**src/rtl/univ_shift_reg.sv**
```systemverilog
`default_nettype none
// ============================================================================
// Module   : univ_shift_reg
// Brief    : Parametrised universal shift register with serial word counter.
// Revision : 1.0
// ============================================================================
module univ_shift_reg #(
    parameter int               WIDTH     = 8,
    parameter logic [WIDTH-1:0] RESET_VAL = '0,
    parameter int               CW        = $clog2(WIDTH)
) (
    input  logic             clk,
    input  logic             rst,
    input  logic             en,
    input  logic [2:0]       mode,
    input  logic             sin_r,
    input  logic             sin_l,
    input  logic [WIDTH-1:0] pdata,
    output logic [WIDTH-1:0] q,
    output logic             sout_msb,
    output logic             sout_lsb,
    output logic [CW-1:0]    bit_cnt,
    output logic             word_valid
);

    localparam logic [2:0] c_MODE_HOLD = 3'b000;
    localparam logic [2:0] c_MODE_SHL  = 3'b001;
    localparam logic [2:0] c_MODE_SHR  = 3'b010;
    localparam logic [2:0] c_MODE_ROL  = 3'b011;
    localparam logic [2:0] c_MODE_ROR  = 3'b100;
    localparam logic [2:0] c_MODE_LOAD = 3'b101;
    localparam logic [2:0] c_MODE_CLR  = 3'b110;
    localparam logic [2:0] c_MODE_ASR  = 3'b111;

    localparam logic [CW-1:0] c_LAST = CW'(WIDTH - 1);

    logic [WIDTH-1:0] r_q;
    logic [CW-1:0]    r_cnt;
    logic             r_wv;

    logic [WIDTH-1:0] w_q_nxt;
    logic [CW-1:0]    w_cnt_nxt;
    logic             w_wv_nxt;
    logic             w_serial;

    always_comb begin
        w_q_nxt = r_q;
        case (mode)
            c_MODE_HOLD: w_q_nxt = r_q;
            c_MODE_SHL:  w_q_nxt = {r_q[WIDTH-2:0], sin_r};
            c_MODE_SHR:  w_q_nxt = {sin_l, r_q[WIDTH-1:1]};
            c_MODE_ROL:  w_q_nxt = {r_q[WIDTH-2:0], r_q[WIDTH-1]};
            c_MODE_ROR:  w_q_nxt = {r_q[0], r_q[WIDTH-1:1]};
            c_MODE_LOAD: w_q_nxt = pdata;
            c_MODE_CLR:  w_q_nxt = '0;
            c_MODE_ASR:  w_q_nxt = {r_q[WIDTH-1], r_q[WIDTH-1:1]};
            default:     w_q_nxt = r_q;
        endcase
    end

    // Only serial shifts advance the word; load/clear start a fresh word.
    assign w_serial = (mode == c_MODE_SHL) || (mode == c_MODE_SHR);

    always_comb begin
        w_cnt_nxt = r_cnt;
        w_wv_nxt  = 1'b0;
        if (w_serial) begin
            if (r_cnt == c_LAST) begin
                w_cnt_nxt = '0;
                w_wv_nxt  = 1'b1;
            end else begin
                w_cnt_nxt = r_cnt + CW'(1);
            end
        end else if ((mode == c_MODE_LOAD) || (mode == c_MODE_CLR)) begin
            w_cnt_nxt = '0;
        end
    end

    always_ff @(posedge clk or posedge rst) begin
        if (rst) begin
            r_q   <= RESET_VAL;
            r_cnt <= '0;
            r_wv  <= 1'b0;
        end else if (en) begin
            r_q   <= w_q_nxt;
            r_cnt <= w_cnt_nxt;
            r_wv  <= w_wv_nxt;
        end else begin
            r_wv  <= 1'b0;
        end
    end

    assign q          = r_q;
    assign sout_msb   = r_q[WIDTH-1];
    assign sout_lsb   = r_q[0];
    assign bit_cnt    = r_cnt;
    assign word_valid = r_wv;

endmodule
`default_nettype wire
```
**config.mk**
```make
export PLATFORM = sky130hd
export DESIGN_NAME = univ_shift_reg
export DESIGN_NICKNAME = d
export VERILOG_FILES = /design/src/rtl/univ_shift_reg.sv
export SDC_FILE = /design/constraint.sdc
export NUM_CORES = 1
export LEC_CHECK = 0
export ABC_AREA = 1
export ABC_CLOCK_PERIOD_IN_PS = 1150
export CORE_ASPECT_RATIO = 1.5
export CORE_MARGIN = 2
export CORE_UTILIZATION = 40
export DETAILED_ROUTE_END_ITERATION = 12
export PLACE_DENSITY = 0.71
export RECOVER_POWER = 50
export SLEW_MARGIN = 20
export SYNTH_ARGS = -nofsm -noshare
export SYNTH_HDL_FRONTEND = slang
export SYNTH_SLANG_ARGS = --single-unit
```
**constraint.sdc**
```tcl
create_clock -name clk -period 1.15 [get_ports clk]
set_input_delay 0.23 -clock clk [delete_from_list [all_inputs] [get_ports clk]]
set_output_delay 0.23 -clock clk [all_outputs]
set_load 0.01 [all_outputs]
```
Word level (Yosys, flattened, before mapping)
Index checks and enable logic that the tools add are counted.
{ "word_totals": {"register_bits": 12, "input_bits": 16, "out_inout_bits": 14} }
{ "classes": {"addsub": 1, "eq_ne": 8, "mux": 7, "bitwise": 2, "reduce_logical": 7} }
{ "op_table": {"columns": ["operator", "count"], "rows": [
  ["$pmux 8 s7", 1],
  ["$eq 3x3->1 const B", 5],
  ["$mux 3", 3],
  ["$eq 3x2->1 const B", 2],
  ["$reduce_and 2->1", 2],
  ["$add 3x1->3 const B", 1],
  ["$eq 3x1->1 const B", 1],
  ["$logic_not 3->1", 1],
  ["$mux 1", 3],
  ["$reduce_and 3->1", 1],
  ["$logic_or 1x1->1", 2],
  ["$not 1->1", 2],
  ["$reduce_bool 2->1", 1]
]} }

Depth between registers and ports, before layout
Gate-level depths: netlist of the first run.
{ "depth": {"depth_word": 4, "depth_mapped": 8, "depth_no_buf": 8} }

Worst setup path before layout of the first run
OpenSTA, ideal clock, no wires.
{ "synth_path": {"path_type": "register -> register", "start": "reg r_cnt[0], in the netlist bit_cnt[0]", "end": "reg r_cnt[2], in the netlist bit_cnt[2]", "setup_time_ps": 129, "arrival_time_ps": 975, "t_required_ps": 1021, "slack_ps": 46, "path_stages_with_launch": 5, "path_buffers": 0, "synth_period_minus_slack_ps": 1104, "cell_sequence": "dfrtp_1 ha_1 ha_1 inv_1 o21ai_0"} }
{ "synth_between": {"elab_chain_cells": 3, "word_cells_on_any_way": 4, "cone_classes": "add/sub: 1; eq/ne: 1; mux: 2"} }
{ "synth_rtl": {"columns": ["item", "line_no", "text"], "rows": [
  ["start: declaration", "38", "logic [CW-1:0] r_cnt;"],
  ["start signal: assignment", "86", "r_cnt <= w_cnt_nxt;"],
  ["$add 3x1->3 or $eq 3x3->1 (tied branches)", "72, 68", null],
  ["$mux 3 (*)", "68", "if (r_cnt == c_LAST) begin"],
  ["$mux 3 (*)", "67", "if (w_serial) begin"]
]} }
Mark *: on every way between the ends. The rest lies on a longest branch, timed or not.
A chain may end at the register's enable or synchronous reset.

Final worst setup path of the first run
{ "layout_path": {"start": "reg r_cnt[1], in the netlist bit_cnt[1]", "end": "reg r_cnt[2], in the netlist bit_cnt[2]"} }
The elaborated chain is that of the path after synthesis.

==> flow_metrics.tcl, run 1 <==
set metrics [dict create \
    clkSinkCount 12 \
    crit_path_start_kind "register" \
    crit_path_cell_trace "ha_2, ha_2, inv_1, o21ai_1" \
    grt_pass1_wl_mm 3.436 \
    num_vias 901 \
    dr.max_layer_used "met4" \
    clock_latency_ns 0.27 \
    power_switching_share_pct 33.35 \
    leakage_nw 0.6752 \
    clockBufferDepth 2 \
    die_area_sq_um 2445 \
    timing.final.crit_share_pct 96.64 \
    internal-power_mw 0.9479 \
    synth_cell_type_count 18 \
    syn_nets 144 \
    place_hpwl_mm 1.561 \
    ant_nets 0 \
    initial_utilization_pct 41.65 \
    syn_area_sq_um 823.3 \
    grt_pass1_vias 854 \
    hold_buffers 0 \
    first_iter_violations 16 \
    wl_met3_um 75 \
    die_h_um 59.57 \
    gp_congestion 0.9515 \
    dr_wl_met2_mm 1.132 \
    slew-limit-headroom_pct 54.08 \
    htree_levels 1 \
    p_seq_share_pct 37.6 \
    dieWidth_um 41.04 \
    antenna_found_initial 0 \
    drtPass1Iterations 6 \
    antenna_cells 0 \
    regArea_sq_um 300.3 \
    p_per_area_nw_per_um2 1197 \
    status "completed" \
    core_sq_um 1977 \
    ir_worst_vdd_mv 0.6818 \
    yosys-top-cells-area "dfrtp_1 (36%), nand2_1 (17%), inv_1 (10%)" \
    final_cells 191 \
    p_sw_mw 0.4744 \
    worstPathArrival_ns 1.31 \
    syn_inst 126 \
    worst_slack_ns 0.03868 \
    final-hold-violation-count 0 \
    layout-drive-gt1-share_pct 24.85 \
    area_delta_synth_final_pct 44.38 \
    slew_viol_final 0 \
    vias_per_cell 4.717 \
    wl_per_cell_um 10.73 \
    yosysTopAreaCellShare_pct 36.47 \
    min_period_ns 1.111 \
    pwr-share-clk_pct 23.9 \
    pin_count 30 \
    multi_input_area_sq_um 414.1 \
    grt_max_degree 17 \
    cp_top_family "adder cells" \
    wl_met1_um 827 \
    setup_viol 0 \
    grtUsageTotal_pct 20.01 \
    fp-row-count 20 \
    fin_skew_ns 0.0007271 \
    seq_area_frac_synth_pct 36.47 \
    yosys_warnings 0 \
    cts-root-buf "clkbuf_4" \
    fmax_mhz 899.8 \
    grt.overflow.total 0 \
    slowest_delay_ns 0.40 \
    cp_num_buf_inv 1 \
    fin_util_pct 60.13 \
    wl_mm 2.049 \
    pwr-share-comb_pct 38.4 \
    timing_worst_setup_path_type "register to register" \
    cp_max_fo 3 \
    critPathCaptureType "register" \
    numCtsBuffers 3 \
    port_buffers 29 \
    cp_common_cell "ha_2" \
    drc_errors 0 \
    dp_cells 185 \
    preCtsSetupSlack_ns -0.4730 \
    fillCellCount 195 \
    drv_cap 0 \
    worstHoldPathType "primary input to asynchronous set/reset pin" \
    final_nets 188 \
    worst_slew_pin_slew_ns 0.6888 \
    cts_tree "done" \
    yosys.area.top_type "dfrtp_1" \
    path_clk_slew_ns 0.08 \
    required_ns 1.35 \
    synth_area_per_cell_sq_um 6.534 \
    slowest_stage "dfrtp_1" \
    ys_ff_latch 12 \
    hold_slack_ns 0.5589 \
    tns_ns 0 \
]
==> worst register-to-register path, stage by stage, from the launching register on <==
cell,delay (ns)
dfrtp_1,0.40
ha_2,0.19
ha_2,0.30
inv_1,0.03
o21ai_1,0.11
==> per-layer routing <==
layer,global-route usage (%),vias to the layer above
li1,-,467
met1,23.58,414
met2,33.71,18
met3,3.383,2
met4,8.095,0
met5,0,-
==> synth_stat cells <==
library cell	n
buf_4	2
buf_6	1
dfrtp_1	12
ha_1	2
inv_1	23
inv_2	1
nand2_1	37
nand2_2	2
nand2_4	1
nand3_1	12
nand3_2	1
nand4_1	2
nor2_1	19
nor2_2	2
nor2_4	1
o21ai_0	5
o21ai_1	2
o22ai_1	1
==> logic make-up (layout without fill, tap and decap cells) <==
family | after synthesis | after routing | synth area share [%]
flip-flops | 12 | 12 | 36.47
adder cells (fa/ha/maj) | 2 | 2 | 3.039
AO/OA/AOI/OAI | 8 | 8 | 5.015
AND/OR/NAND/NOR | 77 | 77 | 41.34
buffers and inverters | 27 | 70 | 14.13
==> final timing paths <==
check	start	to	slack [ns]	cells after the start
max	bit_cnt[1]$_DFFE_PP0P_	bit_cnt[2]$_DFFE_PP0P_	0.04	4
min	rst	bit_cnt[2]$_DFFE_PP0P_	0.56	3
max reg2reg	bit_cnt[1]$_DFFE_PP0P_	bit_cnt[2]$_DFFE_PP0P_	0.04	4
min reg2reg	bit_cnt[1]$_DFFE_PP0P_	bit_cnt[1]$_DFFE_PP0P_	0.56	2
max in group asynchronous	rst	q[2]$_DFFE_PP0P_	0.16	3
min in group clk	bit_cnt[1]$_DFFE_PP0P_	bit_cnt[1]$_DFFE_PP0P_	0.56	2
==> metrics by stage <==
step,total power [mW],area [sq um]
2_1_floorplan,0.8188,823.3
6_report,1.422,1189
3_3_place_gp,1.143,1197
4_1_cts,1.465,1247
5_1_grt,1.550,1189
3_5_place_dp,1.150,1197
==> cell usage in the layout (no fill, tap or decap), drive strengths merged <==
| master | n |
|---|---|
| nand2 | 40 |
| inv | 24 |
| nor2 | 22 |
| clkbuf | 16 |
| buf | 14 |
| nand3 | 13 |
| dfrtp | 12 |
| clkdlybuf4s50 | 11 |
| o21ai | 7 |
| nand4 | 2 |
| ha | 2 |
| clkdlybuf4s15 | 2 |
| dlygate4sd2 | 2 |
| o22ai | 1 |
| dlygate4sd3 | 1 |
==> cell type report <==
class | count | share of cell area [%]
multi-input cells | 87 | 34.84
well taps | 22 | 2.316
flip-flops and latches | 12 | 25.26
inverters | 24 | 7.579
repair buffers | 42 | 26.95
clock buffers | 4 | 3.053
==> power groups by stage <==
stage | Sequential, mW | Clock [mW] | Combinational (mW)
floorplan | 0.583 | 0 | 0.236
global placement | 0.543 | 0 | 0.600
finish | 0.535 | 0.340 | 0.547
detailed placement | 0.544 | 0 | 0.607
global route | 0.547 | 0.385 | 0.618
CTS | 0.535 | 0.346 | 0.584
==> registers in the layout, indices dropped and copies added (netlist names) <==
register	cells
word_valid	1
bit_cnt	3
q	8
==> timing repair <==
item                                    in CTS  in global routing
resized for setup                           32                 22
endpoints found under the setup margin      25                 17
buffers inserted                             2                  1
pin swaps                                    0                  5
Note: power is estimated with default switching activity, not from simulation.
==> run 2: changes to the inputs <==
CORE_MARGIN = 1.5   (was 2)
==> run 2 against run 1 <==
Compared with the run above: global-route usage up 1.4 points; core utilization up 3.0 points; clock power up 5%; register-to-register slack better by 0.02 ns; sequential cell count unchanged; final cell count down 0.52%; worst hold slack worse by 0.13 ns; critical path depth down 3; first-iteration DRC count up 44%; non-clock buffer count down 1; sequential power about the same; highest routed layer unchanged.
==> flow_metrics.tcl, run 2 (same netlist as run 1, synthesis figures left out) <==
set metrics [dict create \
    dieWidth_um 40.04 \
    cp_top_family "flip-flops" \
    crit_path_start_kind "register" \
    vias_per_cell 4.900 \
    worstPathArrival_ns 0.88 \
    setup_viol 0 \
    clockBufferDepth 2 \
    area_delta_synth_final_pct 44.07 \
    htree_levels 1 \
    antenna_cells 0 \
    power_mw 1.430 \
    finish.instance_area_sq_um 1186 \
    dp_cells 185 \
    final_nets 188 \
    core_sq_um 1878 \
    fin_skew_ns 0.01368 \
    p_sw_mw 0.4920 \
    num_vias 931 \
    die_area_sq_um 2345 \
    final-hold-violation-count 0 \
    leakage_nw 0.6768 \
    power_switching_share_pct 34.40 \
    worst_slew_pin_slew_ns 0.7049 \
    hold_buffers 0 \
    grtUsageTotal_pct 21.42 \
    grt_pass1_vias 884 \
    wl_per_cell_um 11.06 \
    wl_mm 2.101 \
    clock_latency_ns 0.29 \
    fmax_mhz 899.2 \
    pwr-share-comb_pct 37.7 \
    drc_errors 0 \
    ir_worst_vdd_mv 0.8276 \
    internal-power_mw 0.9384 \
    timing.final.crit_share_pct 96.70 \
    initial_utilization_pct 43.84 \
    timing_worst_setup_path_type "register to primary output" \
    largest_register_ffs 8 \
    path_clk_slew_ns 0.09 \
    layout-drive-gt1-share_pct 21.89 \
    antenna_found_initial 0 \
    status "completed" \
    preCtsSetupSlack_ns -0.4491 \
    pin_count 30 \
    slowest_stage "dfrtp_1" \
    cp_num_buf_inv 1 \
    rsz0062_at_grt "no" \
    grt_max_degree 17 \
    numCtsBuffers 3 \
    crit_path_cell_trace "clkdlybuf4s15_1" \
    slowest_delay_ns 0.38 \
    port_buffers 29 \
    drtPass1Iterations 4 \
    final_common_cell "nand2_1" \
    slew-limit-headroom_pct 53.00 \
    cp_max_fo 2 \
    cts-root-buf "clkbuf_4" \
    place_hpwl_mm 1.600 \
    drv_cap 0 \
    fp-row-count 19 \
    p_seq_share_pct 37.3 \
    cts_tree "done" \
    worst_slack_ns 0.03792 \
    final_cells 190 \
    pwr-share-clk_pct 25.0 \
    tns_ns 0 \
    crit_cells 1 \
    clkSinkCount 12 \
    required_ns 0.92 \
    p_per_area_nw_per_um2 1206 \
    final_cell_mix "nand2_1 (37), inv_1 (20), nor2_1 (19)" \
    grt_pass1_wl_mm 3.484 \
    die_h_um 58.57 \
    placedInstanceArea_sq_um 1204 \
    grt.overflow.total 0 \
    first_iter_violations 23 \
    worstHoldPathType "primary input to asynchronous set/reset pin" \
    gp_congestion 0.8994 \
    ant_nets 0 \
    rr_worst_depth 4 \
    critPathCaptureType "primary output" \
    slew_viol_final 0 \
    min_period_ns 1.112 \
]
-- run 2: changes by cell type in the layout (fill, tap and decap cells not counted), moves of 2 or more --
cell | previous run | this run
clkbuf_2 | 11 | 3
buf_2 | 2 | 6
clkbuf_1 | 1 | 4
clkdlybuf4s15_1 | 2 | 4
-- run 2: final timing paths --
kind | start | endpoint | slack, ns
max in group asynchronous | rst | q[2]$_DFFE_PP0P_ | 0.26
min reg2reg | bit_cnt[1]$_DFFE_PP0P_ | bit_cnt[1]$_DFFE_PP0P_ | 0.57
min | rst | bit_cnt[1]$_DFFE_PP0P_ | 0.43
max | q[6]$_DFFE_PP0P_ | q[6] | 0.04
max reg2reg | bit_cnt[0]$_DFFE_PP0P_ | bit_cnt[2]$_DFFE_PP0P_ | 0.06
min in group clk | en | q[7]$_DFFE_PP0P_ | 0.43
-- run 2: repair_timing --
action                                 in CTS  in global routing
gates cloned                                0                  1
pin swaps                                   0                  4
setup endpoints to repair                  24                 14
gates resized for setup                    41                 16
endpoints found under the hold margin       0                  0
setup buffers                               1                  0
-- run 2: worst reg2reg max path, cell delays in order (launching register included) --
cell and delay [ns]:
dfrtp_1 0.41, ha_2 0.19, ha_1 0.26, inv_1 0.04, o21ai_0 0.14
-- run 2: routing by layer --
metal / GRT usage (%) / part of all wire [%] / wire length, um
met5: 0 / 0 / 0
met2: 37.79 / 55 / 1151
met4: 10.34 / 1.8 / 38
met3: 3.396 / 4.3 / 90
met1: 23.08 / 39 / 821
-- run 2: metrics by stage --
step	hold WS, ns	utilization (%)
2_1_floorplan	0.09470	-
3_3_place_gp	0.5260	64.09
3_5_place_dp	0.5397	64.09
4_1_cts	0.2625	65.29
5_1_grt	0.4467	63.16
6_report	0.4259	63.16
-- run 2: power groups by stage --
stage | Sequential [mW] | Combinational, mW | Clock (mW)
finish | 0.534 | 0.539 | 0.357
global route | 0.545 | 0.613 | 0.375
CTS | 0.535 | 0.575 | 0.356
detailed placement | 0.544 | 0.618 | 0
global placement | 0.538 | 0.608 | 0
floorplan | 0.583 | 0.236 | 0
-- run 2: cell type report --
type | count | area, sq um
Fill cell | 193 | 691.9
Multi-Input combinational cell | 88 | 415.4
Timing Repair Buffer | 41 | 317.8
Sequential cell | 12 | 300.3
Inverter | 24 | 90.09
Clock buffer | 4 | 36.28
Tap cell | 21 | 26.28
==> edit 1, RTL diff (config.mk and constraints of run 2) <==
Register the inputs `en`, `mode`, `sin_r`, `sin_l` and `pdata` before use, with the module's reset. The logic sees them one clock later.
--- a/src/rtl/univ_shift_reg.sv
+++ b/src/rtl/univ_shift_reg.sv
@@ -36,2 +36,24 @@
 
+    logic en_q;
+    logic [2:0] mode_q;
+    logic sin_r_q;
+    logic sin_l_q;
+    logic [WIDTH-1:0] pdata_q;
+
+    always_ff @(posedge clk or posedge rst) begin
+        if (rst) begin
+            en_q    <= '0;
+            mode_q  <= '0;
+            sin_r_q <= '0;
+            sin_l_q <= '0;
+            pdata_q <= '0;
+        end else begin
+            en_q    <= en;
+            mode_q  <= mode;
+            sin_r_q <= sin_r;
+            sin_l_q <= sin_l;
+            pdata_q <= pdata;
+        end
+    end
+
     logic [WIDTH-1:0] r_q;
@@ -47,9 +69,9 @@
         w_q_nxt = r_q;
-        case (mode)
+        case (mode_q)
             c_MODE_HOLD: w_q_nxt = r_q;
-            c_MODE_SHL:  w_q_nxt = {r_q[WIDTH-2:0], sin_r};
-            c_MODE_SHR:  w_q_nxt = {sin_l, r_q[WIDTH-1:1]};
+            c_MODE_SHL:  w_q_nxt = {r_q[WIDTH-2:0], sin_r_q};
+            c_MODE_SHR:  w_q_nxt = {sin_l_q, r_q[WIDTH-1:1]};
             c_MODE_ROL:  w_q_nxt = {r_q[WIDTH-2:0], r_q[WIDTH-1]};
             c_MODE_ROR:  w_q_nxt = {r_q[0], r_q[WIDTH-1:1]};
-            c_MODE_LOAD: w_q_nxt = pdata;
+            c_MODE_LOAD: w_q_nxt = pdata_q;
             c_MODE_CLR:  w_q_nxt = '0;
@@ -61,3 +83,3 @@
     // Only serial shifts advance the word; load/clear start a fresh word.
-    assign w_serial = (mode == c_MODE_SHL) || (mode == c_MODE_SHR);
+    assign w_serial = (mode_q == c_MODE_SHL) || (mode_q == c_MODE_SHR);
 
@@ -73,3 +95,3 @@
             end
-        end else if ((mode == c_MODE_LOAD) || (mode == c_MODE_CLR)) begin
+        end else if ((mode_q == c_MODE_LOAD) || (mode_q == c_MODE_CLR)) begin
             w_cnt_nxt = '0;
@@ -83,3 +105,3 @@
             r_wv  <= 1'b0;
-        end else if (en) begin
+        end else if (en_q) begin
             r_q   <= w_q_nxt;
Behaviour: not the same (a bounded check fails within 4 cycles, from zero or initial values and one cycle with rst high).
==> edit 1 against run 2 <==
- combinational power increased by 15%
- area after synthesis grew 45%
- total power increased by 59%
- synthesized cell count rose by 14%
- sequential cell count rose by 14
- worst hold slack worse by 0.034 ns
- design area rose by 49%
- the run now ends with setup timing left
- routed wire length is 25% higher
- largest cell class is now sequential cells
- clock skew shrank 0.011 ns
- first-iteration DRC count shrank 74%
- final cell count increased by 25%
- setup slack got worse by 0.12 ns
==> edit 1: results (changes against run 2) <==
run status complete, but fails checks; violated checks setup timing; pin count of the biggest net entering global routing 27 (+10); setup slack after layout -0.0830 ns (-0.121 ns); overall via count from detail_route 1,068 (+15%); average size of a mapped cell 8.29 sq um (+27%); leakage power 0.948 nW (+40%); filler cell count in the final layout 270 (+40%); most frequent cells after synthesis nand2_1 (39), inv_1 (27), dfrtp_1 (26); part of the Yosys area used for sequential elements 54.5% (+18 points); final-stage net count 218 (+16%); Max stage delay on crit path 0.45 ns (+0.07 ns); crit path max fanout 7 (+5); worst slew margin relative to its limit 58.0% (+5.0 points); Skew-Pair Late Insertion Delay 0.27 ns (-0.02 ns); final setup violating endpoints 8 (+8); worst hold path class in2reg; startpoint of the lowest-slack register-to-register path mode_q[1]; number of distinct library cells after synthesis 17 (-1); Worst setup startpoint mode_q[1]; data arrival time of the critical path 1.40 ns (+0.52 ns); Placed Cells 229 (+24%); global-route usage over all layers 17.9% (-3.5 points); top area cells in the synthesized netlist dfrtp_1 (55%), nand2_1 (12%), inv_1 (8.5%), nand3_1 (5.9%), nor2_1 (5.0%); maximum vdd drop 910 uV (+10%); Placer Congestion 0.850 (-5.5%); setup TNS -0.313 ns (-0.313 ns)
==> edit 1: cell count changes after synthesis, sizes merged, moves of 2 or more <==
cell and change:
dfrtp +14, inv +6, nand3 +2, nor2 -5, o21ai -7, o22ai +2
==> edit 1: final timing paths <==
check                           cells past startpoint          to
worst min-delay path                                1   mode_q[0]
max in group asynchronous                           3   mode_q[0]
min in group asynchronous                           3  pdata_q[3]
worst max register to register                      9        q[0]
worst max-delay path                                9        q[0]
worst min register to register                      4        q[1]
==> edit 1: metrics by stage <==
step	worst slack (ns)	hold WS, ns
after global routing	-0.148	0.391
after CTS	-0.0894	0.293
after global placement	-0.0730	0.539
after detailed placement	-0.193	0.547
final	-0.0830	0.392
after floorplan	-0.0536	0.261
==> edit 1: where the power goes <==
part,internal [mW],switching (mW)
logic,0.301,0.317
registers,1.01,0.0589
clock network,0.306,0.284
total,1.61,0.660
==> edit 1: timing repair <==
action,CTS,global route
gates resized for setup,43,22
pin swaps,3,6
setup buffers,3,2
endpoints found under the setup margin,25,24
==> edit 1: final cells by class <==
type                            count  area [sq um]  area share, %
Sequential cell                    26           653           37.0
Inverter                           30           118           6.67
Timing Repair Buffer               55           425           24.1
Tap cell                           39          48.8           2.77
Multi-Input combinational cell     84           463           26.3
Clock buffer                        4          55.1           3.12
==> edit 1: kinds of logic (layout without fill, tap and decap cells) <==
family	after synthesis	in the layout	share of synthesized area [%]
simple gates	79	79	29.6
fa+ha+maj	2	2	2.10
flops	26	26	54.5
buf+inv	34	89	12.3
compound gates	3	3	1.57
==> edit 1: worst reg2reg max path, cell delays in order, from the launching register on <==
cell	delay (ns)
dfrtp_2	0.45
buf_4	0.17
nand2_4	0.08
nand2_4	0.07
inv_2	0.06
nand3_1	0.08
nand2_1	0.08
inv_1	0.04
nand2_1	0.05
nand2_1	0.05
==> edit 1: layer usage <==
| layer | share of wire (%) | track usage (%) | vias up |
|---|---|---|---|
| met3 | 2.8 | 3.36 | 10 |
| met4 | 2.9 | 6.91 | 0 |
| met2 | 55 | 30.2 | 25 |
| met5 | 0 | 0 | - |
| met1 | 39 | 21.2 | 490 |
| li1 | - | - | 543 |
==> edit 2, RTL diff (flow settings as in run 2) <==
Without the edit above. Set the parameter `WIDTH` to 16 (it was 8).
--- a/src/rtl/univ_shift_reg.sv
+++ b/src/rtl/univ_shift_reg.sv
@@ -7,3 +7,3 @@
 module univ_shift_reg #(
-    parameter int               WIDTH     = 8,
+    parameter int               WIDTH     = 16,
     parameter logic [WIDTH-1:0] RESET_VAL = '0,
Ports: changed (resized bit_cnt, pdata and q); port bits go from 30 to 47. The function was not compared with the original's and may differ.
==> edit 2 against run 2 <==
- clock skew shrank 0.012 ns
- design area grew 81%
- routed wire length grew 76%
- via count grew 61%
- core utilization grew 0.99 points
- critical path depth is the same
- area after synthesis grew 69%
- sequential cell count grew 9
- die area grew 64%
- largest cell class unchanged
- total power grew 71%
- non-clock buffer count grew 47
- setup slack lost 0.0023 ns
==> edit 2: results (changes against run 2) <==
most frequent cells after synthesis nand2_1 (46), dfrtp_1 (21), nand3_1 (21); first-pass GRT wire length 6.27 mm (+80%); worst hold path class in2reg; Placed Cells 301 (+63%); layout cells sized above 1 29.9% (+8.0 points); part of the Yosys area used for sequential elements 37.8% (+1.4 points); global-route usage over all layers 21.5% (+0.052 points); Placer Congestion 0.791 (-12%); filler cell count in the final layout 318 (+65%); top area cells in the synthesized netlist dfrtp_1 (38%), nand2_1 (12%), nand3_1 (7.6%), inv_1 (5.1%), a21oi_1 (5.0%); pin count of the biggest net entering global routing 22 (+5); Fin Hold WS 0.482 ns (+0.0566 ns); setup slack on the worst flop-to-flop path 0.06 ns (about the same); number of endpoints with negative hold slack in the final report 0 (unchanged); total cell area at the placement stage 0.00216 sq mm (+79%); maximum vdd drop 790 uV (-4.5%); via count of the first global-routing pass 1,499 (+70%); final-stage net count 294 (+56%); number of cells produced by synthesis 185 (+47%); starting DRC count in detailed routing 39 (+70%); non-filler instance count after layout 310 (+63%); syn_nets 210 (+46%); detailed-placement wirelength estimate 2.67 mm (+67%); Skew-Pair Late Insertion Delay 0.26 ns (-0.03 ns); leakage power 1.07 nW (+57%); worst slew margin relative to its limit 62.7% (+9.6 points); TritonRoute pass-1 iters 6 (+2); upper clock frequency limit 897 MHz (-0.21%); pre-CTS setup slack -0.646 ns (-0.197 ns); Clock Skews 0.00197 ns (-0.0117 ns); Max stage delay on crit path between 0.3 and 0.4 ns; run status finished, final reports clean; number of buffer cells added on primary ports 46 (+59%); data arrival time of the critical path 0.88 ns (about the same); total length of routed wires 3.70 mm (+76%); Clk Tree Root Cell clkbuf_8; number of distinct library cells after synthesis 26 (+8)
edit 2: what timing repair did:
action,in CTS,in global routing
gates cloned,1,0
pin swaps,4,4
resized for setup,67,17
endpoints found under the setup margin,44,30
endpoints found under the hold margin,0,0
setup buffers,5,1
hold buffers,0,0
edit 2: final cells by class:
type	instances	area [sq um]	share of cell area [%]
multi-input cells	134	723	33.6
repair buffers	88	721	33.5
flip-flops and latches	21	526	24.4
inverters	21	81.3	3.78
well taps	42	52.6	2.44
clock buffers	3	41.3	1.92
clock inverters	1	5.00	0.233
edit 2: path summary, 6_finish.rpt:
kind / from / to / cells after the start
worst max register to register: q[15] / q[0] / 7
worst min register to register: bit_cnt[0] / bit_cnt[0] / 2
worst max-delay path: q[1] / q[1] / 1
worst min-delay path: mode[1] / q[15] / 5
max in group asynchronous: rst / bit_cnt[1] / 3
min in group asynchronous: rst / q[7] / 3
edit 2: kinds of logic after synthesis:
group / Yosys count / share of synthesized area, %
compound gates: 25 / 10.8
simple gates: 106 / 38.2
xor+xnor: 2 / 1.26
fa+ha+maj: 1 / 0.901
flops: 21 / 37.8
buf+inv: 30 / 11.0
edit 2: power by group:
group	internal (mW)	switching [mW]
clock network	0.242	0.260
registers	0.856	0.0734
logic	0.524	0.486
total	1.62	0.819
edit 2: routing by layer:
metal	share of wire, %	global-route usage [%]	wire (um)	vias up
met5	0	0	0	-
met4	2.0	8.41	73	0
met3	3.1	2.78	113	10
met2	54	40.7	1980	39
met1	41	24.0	1530	699
li1	-	-	-	753
edit 2: tightest hold or removal path, stage by stage:
cell and delay, ns:
buf_4 0.11, nor2_4 0.06, nand3_1 0.06, nand3_1 0.07, o21a_1 0.18
